$ cat src/rtl/config_memory_unit.sv
// Configuration store: shadows each written word and commits it to the active
// configuration after a settling delay; also owns the system key.
module config_memory_unit #(
  parameter int unsigned APPLY_DELAY = 4,
  parameter logic [34:0] CFG_INIT    = 35'h0,
  parameter logic [1:0]  KEY_INIT    = 2'b10
) (
  input  logic        clk,
  input  logic        arst,
  input  logic        write_en,
  input  logic [34:0] configin,
  input  logic        key_load,
  input  logic [1:0]  new_key,
  output logic [1:0]  syskey,
  output logic [34:0] configout,
  output logic        busy,
  output logic        applied,
  output logic [7:0]  wr_count,
  output logic [1:0]  dbg_state
);

  localparam int unsigned CFG_W = 35;
  localparam int unsigned CNT_W = 8;

  localparam logic [1:0] IDLE = 2'b01;
  localparam logic [1:0] HOLD = 2'b10;
  localparam logic [1:0] DONE = 2'b11;

  localparam logic [CNT_W-1:0] TIMER_LOAD = CNT_W'(APPLY_DELAY - 1);
  localparam logic [CNT_W-1:0] CNT_MAX    = {CNT_W{1'b1}};

  logic [1:0]       state_q;
  logic [1:0]       state_d;
  logic [CFG_W-1:0] shadow;
  logic [CNT_W-1:0] timer;
  logic             commit_c;
  logic             key_ok_c;

  // A write always wins over an expiring timer.
  assign commit_c = (state_q == HOLD) && !write_en && (timer == '0);
  assign key_ok_c = (state_q == IDLE) && !write_en && key_load;

  always_ff @(posedge clk or posedge arst) begin
    if (arst) state_q <= IDLE;
    else      state_q <= state_d;
  end

  always_comb begin
    state_d = state_q;
    if (write_en) begin
      state_d = HOLD;
    end else begin
      case (state_q)
        IDLE:    state_d = IDLE;
        HOLD:    state_d = (timer == '0) ? DONE : HOLD;
        DONE:    state_d = IDLE;
        default: state_d = IDLE;
      endcase
    end
  end

  // Shadow, settling timer and write counter.
  always_ff @(posedge clk or posedge arst) begin
    if (arst) begin
      shadow   <= '0;
      timer    <= '0;
      wr_count <= '0;
    end else if (write_en) begin
      shadow <= configin;
      timer  <= TIMER_LOAD;
      if (wr_count != CNT_MAX) wr_count <= wr_count + CNT_W'(1);
    end else if (state_q == HOLD && timer != '0) begin
      timer <= timer - CNT_W'(1);
    end
  end

  // Active configuration and system key.
  always_ff @(posedge clk or posedge arst) begin
    if (arst) begin
      configout <= CFG_INIT;
      syskey    <= KEY_INIT;
    end else begin
      if (commit_c) configout <= shadow;
      if (key_ok_c) syskey <= new_key;
    end
  end

  assign busy      = (state_q == HOLD);
  assign applied   = (state_q == DONE);
  assign dbg_state = state_q;

endmodule

$ cat config.mk
export PLATFORM = sky130hd
export DESIGN_NAME = config_memory_unit
export DESIGN_NICKNAME = d
export VERILOG_FILES = /design/src/rtl/config_memory_unit.sv
export SDC_FILE = /design/constraint.sdc
export NUM_CORES = 1
export LEC_CHECK = 0
export ABC_AREA = 1
export BUFFER_PORTS_ARGS = -buffer_cell sky130_fd_sc_hd__buf_2
export CORE_UTILIZATION = 30
export CTS_CLUSTER_DIAMETER = 60
export DETAILED_ROUTE_END_ITERATION = 8
export SKIP_CTS_REPAIR_TIMING = 1
export SYNTH_ARGS = -nofsm -noshare
export SYNTH_HDL_FRONTEND = slang
export SYNTH_SLANG_ARGS = --single-unit
$ cat constraint.sdc
create_clock -name clk -period 2.3 [get_ports clk]
set_input_delay 0.115 -clock clk [delete_from_list [all_inputs] [get_ports clk]]
set_output_delay 0.115 -clock clk [all_outputs]
set_load 0.01 [all_outputs]
==> impl_metrics.toml <==
[power_and_ir_drop]
internal_power_mw = 3.83
irDropWorstVdd_mv = 0.577
pwr-share-seq = 0.403
power.share.clock = 0.285
power_switching_mw = 1.96
power_per_cell_area_mw_per_mm2 = 1140
p_leak_nw = 2.59
finalPower_mw = 5.79
swShare = 0.339
p_comb_frac = 0.312

[critical_path]
critPathArrivalTime_ns = 2.01
startpoint_type = "flop"
timing.rr.start = "timer[0]"
setup.worst_path.start = "timer[0]"
worst-r2r-cell-count = 8
critical_path.n_buffers_inverters = 2
worst_setup_path_end_kind = "flop"
stage_delay_of_the_slowest_cell_on_the_critical_path_ns = 0.58
rrSetupSlack_ns = 0.56
worst_setup_path_category = "flop to flop"
critical-path-top-delay-family = "buffers and inverters"
critPathSlowestCell = "buf_4"
cp-endpoint = "configout[31]"
path_depth = 8
cp_common_cell = "nand3_4"
critical_path.max_fanout = 46
critPathRequiredTime_ns = 2.56
regToRegEndpoint = "configout[31]"
timing.critical_path.cells = "inv_1, ha_1, nand3_4, nor2_8, nand3_4, buf_4, nand2_2, o21ai_2"

[detailed_routing]
route.detailed.vias_per_inst = 4.32
remaining_drc_errors = 0
wl_um = 8220
num_vias = 2964
drtAntennaViolNets = 0
length_of_the_first_detailed_routing_pass_in_iterations = 4
wire_per_inst_um = 12.0
initialDrtViolationCount = 137

[floorplanning]
initial_cell_density_of_the_core = 0.312
die_w_um = 117
dieHeight_um = 117
floorplan.die_area_mm2 = 0.0138
core_area_mm2 = 0.0128
std_cell_rows = 41
ios = 90

[cts]
clk_latency_ns = 0.34
cts.reportedPaths.clkPinSlew_ns = 0.06
htree_levels = 3
tritoncts = "done"
clk_root_buffer_cell = "clkbuf_16"
cts-buffers-inserted = 9
cts-root-to-sink-buffers = 2
clock_sinks = 90

[final_layout]
post-route-cell-area_mm2 = 0.00510
number_of_inserted_diodes = 0
flow.area_growth_from_synthesis_pct = 27.8
fin_nets = 553
drive_above_1_share = 0.385

[synth]
synth_ff_type = "dfrtp_1"
post_synth_xor_area_fraction = 0.0110
number_of_synthesized_flops_with_an_enable_pin = 0
count_of_state_elements_after_synthesis = 90
share_of_the_yosys_chip_area_belonging_to_registers = 0.565
synthDistinctLibCells = 27
syn-cell-area_mm2 = 0.00399
synthMuxAreaShare = 0.00564
synthAdderAreaFrac = 0.00940
yosysWarnings = 0
main_combinational_cell_family_by_area_after_synthesis = "simple AND/OR/NAND/NOR gates"
syn_avg_cell_area_um2 = 9.90
synth_compound_area_frac = 0.129
async_reset_ff_frac = 1.00
post_synth_inst_count = 403
post_synthesis_simple_gate_area_fraction = 0.197
syn_nets = 447

[place]
dp_hpwl_um = 5540
globalplace.congestion = 0.746
placement.cell_area_mm2 = 0.00461
portBuffers = 89

[global_route]
grtUsageMet2 = 0.200
grt_max_degree = 49
grt_pass1_wl_um = 14100
number_of_global_route_vias_before_repair = 2884
grt_overflow_total = 0
grt.met1_usage = 0.162
grt_antenna_before_repair = 0
highest_utilization_routing_layer_at_the_global_route_stage = "met2"
grt_use_total = 0.128
met3_usage = 0.0501

[sta]
final_max_slew_viol_count = 0
max_slew_margin = 0.512
fin_crit_sh = 0.758
grt_setup_unrepaired = "false"
finalCriticalPeriod_ns = 1.74
hold_slack_ns = -0.0181
timing.fmax_mhz = 573
max_slew.worst_pin.slew_ns = 0.732
final.setup_skew_ns = 0.00617
finalSetupViolations = 0
final_hold_vios = 11
fin_tns_setup_ns = 0

[flow_run]
max-cap-violations = 0

[worst_hold_path]
min-delay-path-class = "input port to flop"
hold_path.startpoint = "configin[12]"

[run_status]
violations = "negative hold slack"
status = "finished, violations left"
==> flip-flops by register name, summed over array words and instances, names as in the netlist <==
signal and count:
configout 35, dbg_state 2, shadow 35, syskey 2
timer 8, wr_count 8
==> stage by stage <==
step            util  std cells  worst slack, ns  hold slack [ns]
2_1_floorplan      -        403            0.893            0.232
3_3_place_gp   0.361        655            0.607            0.264
3_5_place_dp   0.361        655            0.553            0.271
4_1_cts        0.388        671            0.541           -0.106
5_1_grt        0.399        686            0.403         0.000535
6_report       0.399        686            0.556          -0.0181
==> cell type report <==
type                    instances  area (um2)
inverters                      56         214
clock inverters                 5         103
clock buffers                  11         233
well taps                     172         215
multi-input cells             241        1410
fillers                      1303        7670
repair buffers                111         673
flip-flops and latches         90        2250
==> layout by cell type, fill, tap and decap left out, types with 4 or more instances in the layout <==
cell type,synthesis,routed
inv_1,54,53
nand4_1,10,10
buf_4,0,5
clkbuf_16,0,9
nand3_1,4,4
o21ai_0,41,41
buf_2,5,89
dlygate4sd3_1,0,15
o21ai_2,35,35
nand2_2,36,36
nand2_1,86,86
dfrtp_1,88,88
nor2_1,6,6
==> power by group through the flow <==
stage / Sequential, mW / Combinational (mW) / Clock (mW)
floorplan: 2.46 / 1.12 / 0
global placement: 2.35 / 1.76 / 0
detailed placement: 2.36 / 1.81 / 0
CTS: 2.34 / 1.82 / 1.71
global route: 2.39 / 2.04 / 1.77
finish: 2.33 / 1.80 / 1.65
==> cells by family (layout without fill, tap and decap cells) <==
family          count (synthesis)  after routing
simple gates                  154            154
flops                          90             90
compound gates                 77             77
buf+inv                        72            183
xor+xnor                        5              5
fa+ha+maj                       3              3
mux                             2              2
==> layer usage <==
layer,vias up,wire length (um)
li1,1478,-
met1,1409,3780
met2,68,3910
met3,9,456
met4,0,72
met5,-,0
==> cells in the mapped netlist, drive strengths merged (2+ instances only) <==
cell type,count,area share
buf,12,0.026
clkbuf,4,0.0038
dfrtp,88,0.55
dfstp,2,0.013
ha,3,0.0094
inv,56,0.053
mux2,2,0.0056
nand2,123,0.14
nand3,6,0.014
nand4,10,0.016
nor2,12,0.022
o21ai,76,0.13
xnor2,3,0.0066
xor2,2,0.0044
==> worst min path at each step <==
stage                                to  depth (start not counted)  slack (ns)
after floorplan               shadow[0]                          2        0.23
after global placement       shadow[19]                          2        0.26
final                        shadow[12]                          3       -0.02
after global routing         shadow[12]                          3      0.0005
after detailed placement  configout[19]                          2        0.27
after CTS                 configout[19]                          2       -0.11
==> tightest hold or removal path, cell delays in order <==
cell	delay (ns)
buf_2	0.08
nand2_1	0.04
o21ai_0	0.05
Power figures use the tool's default switching activity.
